<file path="config.mk">
export PLATFORM = sky130hd
export DESIGN_NAME = sort_loader
export DESIGN_NICKNAME = d
export VERILOG_FILES = /design/src/rtl/sort_loader.sv
export SDC_FILE = /design/constraint.sdc
export NUM_CORES = 1
export LEC_CHECK = 0
export CORE_UTILIZATION = 40
export DETAILED_ROUTE_END_ITERATION = 8
export GPL_ROUTABILITY_DRIVEN = 1
export PLACE_DENSITY = 0.62
export SYNTH_ARGS = -nofsm -noshare
export SYNTH_HDL_FRONTEND = slang
export SYNTH_SLANG_ARGS = --single-unit
</file>
<file path="constraint.sdc">
create_clock -name clk -period 2.1 [get_ports clk]
set_input_delay 0.315 -clock clk [delete_from_list [all_inputs] [get_ports clk]]
set_output_delay 0.315 -clock clk [all_outputs]
set_load 0.01 [all_outputs]
</file>
<file path="src/rtl/sort_loader.sv">
// sort_loader: packs four serial bytes into one a..d frame for a 4-input sorter.
// Optional macro LOADER_TIMEOUT_EN discards partial frames after TIMEOUT idle cycles.
module sort_loader #(
  parameter int WIDTH   = 8,
  parameter int TIMEOUT = 16
) (
  input  logic             clk,
  input  logic             reset,
  input  logic [WIDTH-1:0] din,
  input  logic             din_valid,
  output logic             din_ready,
  output logic [WIDTH-1:0] a,
  output logic [WIDTH-1:0] b,
  output logic [WIDTH-1:0] c,
  output logic [WIDTH-1:0] d,
  output logic             frame_valid,
  input  logic             frame_ack,
  output logic [1:0]       fill_cnt,
  output logic             drop
);

  typedef enum logic {FILL = 1'b0, FULL = 1'b1} state_t;

  state_t           state_q, state_d;
  logic [1:0]       fill_cnt_q, fill_cnt_d;
  logic [WIDTH-1:0] s0_q, s0_d, s1_q, s1_d, s2_q, s2_d;
  logic [WIDTH-1:0] a_q, a_d, b_q, b_d, c_q, c_d, d_q, d_d;
  logic             frame_valid_q, frame_valid_d;
  logic             accept;
  logic             timeout_fire;
  logic [1:0]       slot;

  assign din_ready   = (state_q == FILL) && !reset;
  assign accept      = din_valid && din_ready;
  assign a           = a_q;
  assign b           = b_q;
  assign c           = c_q;
  assign d           = d_q;
  assign frame_valid = frame_valid_q;
  assign fill_cnt    = fill_cnt_q;

`ifdef LOADER_TIMEOUT_EN
  localparam int IDLE_W = $clog2(TIMEOUT + 1);

  logic [IDLE_W-1:0] idle_q, idle_d;
  logic              drop_q, drop_d;

  assign timeout_fire = (state_q == FILL) && (fill_cnt_q != 2'd0) &&
                        (idle_q == IDLE_W'(TIMEOUT));
  assign drop         = drop_q;

  always_comb begin
    idle_d = idle_q;
    drop_d = timeout_fire;
    if (state_q != FILL || fill_cnt_q == 2'd0 || accept || timeout_fire)
      idle_d = '0;
    else
      idle_d = idle_q + 1'b1;
  end

  always_ff @(posedge clk) begin
    if (reset) begin
      idle_q <= '0;
      drop_q <= 1'b0;
    end else begin
      idle_q <= idle_d;
      drop_q <= drop_d;
    end
  end
`else
  assign timeout_fire = 1'b0;
  assign drop         = 1'b0;
`endif

  // A byte landing on the timeout edge starts a fresh frame at slot 0.
  assign slot = timeout_fire ? 2'd0 : fill_cnt_q;

  always_comb begin
    state_d       = state_q;
    fill_cnt_d    = fill_cnt_q;
    s0_d          = s0_q;
    s1_d          = s1_q;
    s2_d          = s2_q;
    a_d           = a_q;
    b_d           = b_q;
    c_d           = c_q;
    d_d           = d_q;
    frame_valid_d = frame_valid_q;

    case (state_q)
      FILL: begin
        if (timeout_fire)
          fill_cnt_d = 2'd0;
        if (accept) begin
          fill_cnt_d = slot + 2'd1;
          case (slot)
            2'd0: s0_d = din;
            2'd1: s1_d = din;
            2'd2: s2_d = din;
            default: begin
              // Last byte bypasses the shadow and lands straight in d.
              a_d           = s0_q;
              b_d           = s1_q;
              c_d           = s2_q;
              d_d           = din;
              frame_valid_d = 1'b1;
              fill_cnt_d    = 2'd0;
              state_d       = FULL;
            end
          endcase
        end
      end
      FULL: begin
        if (frame_ack) begin
          frame_valid_d = 1'b0;
          state_d       = FILL;
        end
      end
      default: state_d = FILL;
    endcase
  end

  always_ff @(posedge clk) begin
    if (reset) begin
      state_q       <= FILL;
      fill_cnt_q    <= 2'd0;
      s0_q          <= '0;
      s1_q          <= '0;
      s2_q          <= '0;
      a_q           <= '0;
      b_q           <= '0;
      c_q           <= '0;
      d_q           <= '0;
      frame_valid_q <= 1'b0;
    end else begin
      state_q       <= state_d;
      fill_cnt_q    <= fill_cnt_d;
      s0_q          <= s0_d;
      s1_q          <= s1_d;
      s2_q          <= s2_d;
      a_q           <= a_d;
      b_q           <= b_d;
      c_q           <= c_d;
      d_q           <= d_d;
      frame_valid_q <= frame_valid_d;
    end
  end

endmodule

</file>
==> qor.txt <==
Die H = 77.2 um
# diodes = 0
first-pass GRT wire length = 7.95 mm
Final Non-Filler Cells = 392
final hold violations = 0
routed via count = 1832
HP Start = s1_q[1]$_SDFFE_PP0P_
PwrDens = 910 nW/um^2
Hold WS = 0.450 ns
EDFF count, synth = 0
Sw Share = 20.0%
Worst-path clk slew = 0.07 ns
Setup TNS = 0 ns
drt first-iter violations = 114
Routed WL per cell = 12.3 um
antenna violations before repair = 0
Worst Setup Path Type = flop to output pin
Fill cells = 548
clock period minus worst slack = 1.72 ns
postcts setup bufs = 0
worst vdd ir = 553 uV
Die Wd = 77.2 um
area grow syn2layout = 31.9%
drt via density = 4.67
share of the synthesized area in the top cell type = 53.1%
commonest non-fill, non-tap cell in the layout = nand2_1
pre-CTS setup slack = 0.306 ns
max_cap viols = 0
ANT nets after route = 0
Resized Gates After CTS = 0
Yosys cell types = 19
Achievable Freq = 583 MHz
critical-path cell list = nor2_1 > clkdlybuf4s50_1
unrepaired setup endpoints after global routing = false
CP Capture Type = output pin
Seq/Total Area, Yosys = 53.1%
Max FO, Critical Path = 12
worst r2r path cells = 4
crit path to = din_ready
syn avg cell area = 8.23 sq um
Final #Nets = 331
dpl cell area = 2720 sq um
total net switching power = 543 uW
Post-Route WL = 4.83 mm
GPL Wtd Cong = 0.739
layout cells sized above 1 = 8.13%
Critical Path RT = 1.78 ns
Post-Syn Area = 2260 sq um
r2r setup slk = 0.64 ns
Gate Count Post-Synth = 275
worst path arrival time = 1.40 ns
worst skew pair latency = 0.33 ns
clock skew after layout = 0.00613 ns
multi-input logic area = 927 sq um
crit share post-route = 81.7%
Placeable Area = 5470 sq um
Worst Tran Pin Value = 0.660 ns
H-tree depth = 3
TritonCTS clock tree = done
# setup viols final = 0
initial core utilization = 41.3%
fraction of registers with async set/reset = 0%
DR pass1 iterations = 4
most frequent cells in the layout = 113 x nand2_1, 60 x dfxtp_1, 50 x a21oi_1
Max Slew Vio Count = 0
Yosys warning count = 0
IO buf count = 47
Hold-fix buffers, CTS = 0
Max stage delay on crit path = 0.51 ns
register share of total power = 43.6%
Critical Path Slowest Stage Cell = dfxtp_1
Core Util, Final = 54.5%
Total Power = 2.71 mW
drt drc = 0
crit start category = flop
syn_nets = 291
Num CTS Buffers = 9
HP Class = flop to flop
Clk pwr share = 50.7%
Synth area leaders = dfxtp_1 53%, nand2_1 19%, a21oi_1 11%, a21oi_2 3.1%, ha_1 2.2%
CP startpoint = state_q$_SDFF_PP0_
main flop type after synthesis = dfxtp_1
CTS max path bufs = 2
Site Rows = 27
LEAKAGE = 1.04 nW
Int Power = 2.17 mW
die area = 5960 sq um
Yosys top cell by area = dfxtp_1
worst r2r src = fill_cnt[0]$_SDFFE_PP0P_
Reg area = 1200 sq um
Root Driver = clkbuf_8
status = completed
final instance area = 2980 sq um
dpl cells = 376
total grt overflow = 0
RR Endpoint = d[6]$_SDFFE_PP0P_
flop and latch count out of synthesis = 60
max_slew headroom = 56.0%
CTS Sinks = 60
Logic pwr share = 5.7%
Post-DP HPWL = 2.97 mm
vias in the first global route = 1634
largest net degree at the start of global routing = 61
# IOs = 49
GRT Util Overall = 17.2%
Worst Setup Slack, final = 0.384 ns
## layout make-up
cell class	count	area share, %
Timing Repair Buffer	49	16.5
Clock buffer	12	4.86
Clock inverter	4	4.03
Tap cell	72	3.02
Inverter	2	0.252
Multi-Input combinational cell	193	31.1
Sequential cell	60	40.3
## flip-flops by register name, indices dropped and copies added, names as in the netlist
name	count
a	8
b	8
c	8
d	8
s0_q	8
s1_q	8
s2_q	8
fill_cnt	2
frame_valid	1
state_q	1
## synthesized netlist by cell type, types with 2 or more instances
master / instances
ha_1: 4
a21oi_1: 50
buf_6: 3
and3b_1: 4
nor2_1: 5
buf_2: 4
nand2_1: 113
nand3b_1: 3
a21oi_2: 8
mux2i_1: 2
clkbuf_1: 6
dfxtp_1: 60
inv_1: 2
buf_4: 6
## routing by layer
metal | GRT usage (%) | routed length [um] | vias up
li1 | - | - | 961
met1 | 22.6 | 2400 | 817
met2 | 26.1 | 2170 | 44
met3 | 4.17 | 181 | 10
met4 | 8.49 | 76 | 0
met5 | 0 | 0 | -
## worst min-delay path by stage
stage	to	cells after the start	slack [ns]
2_1_floorplan	b[0]$_SDFFE_PP0P_	2	0.43
3_3_place_gp	a[2]$_SDFFE_PP0P_	2	0.44
3_5_place_dp	a[2]$_SDFFE_PP0P_	2	0.44
4_1_cts	a[2]$_SDFFE_PP0P_	2	0.45
5_1_grt	a[2]$_SDFFE_PP0P_	2	0.46
6_report	b[1]$_SDFFE_PP0P_	2	0.45
## worst max-delay path, delay by kind of cell (launching register included)
| family | cells | cell delay [ns] |
|---|---|---|
| flops | 1 | 0.51 |
| simple gates | 1 | 0.09 |
| buf+inv | 1 | 0.48 |
## power by group through the flow
| stage | Sequential, mW | Clock (mW) | Combinational, mW |
|---|---|---|---|
| floorplan | 1.21 | 0 | 0.0976 |
| finish | 1.18 | 1.38 | 0.155 |
| detailed placement | 1.21 | 0 | 0.157 |
| global placement | 1.21 | 0 | 0.156 |
| CTS | 1.18 | 1.39 | 0.157 |
| global route | 1.19 | 1.44 | 0.173 |
## cell families (layout without fill, tap and decap cells)
group	count (synthesis)	count (layout)	share of synthesized area [%]
and+or+nand+nor	128	128	23.6
DFF	60	60	53.1
AOI/OAI and AO/OA	58	58	14.2
buffers and inverters	22	67	5.92
adders and majority gates	4	4	2.21
muxes	2	2	0.885
other	1	1	0.166
(Power assumes the default switching activity.)
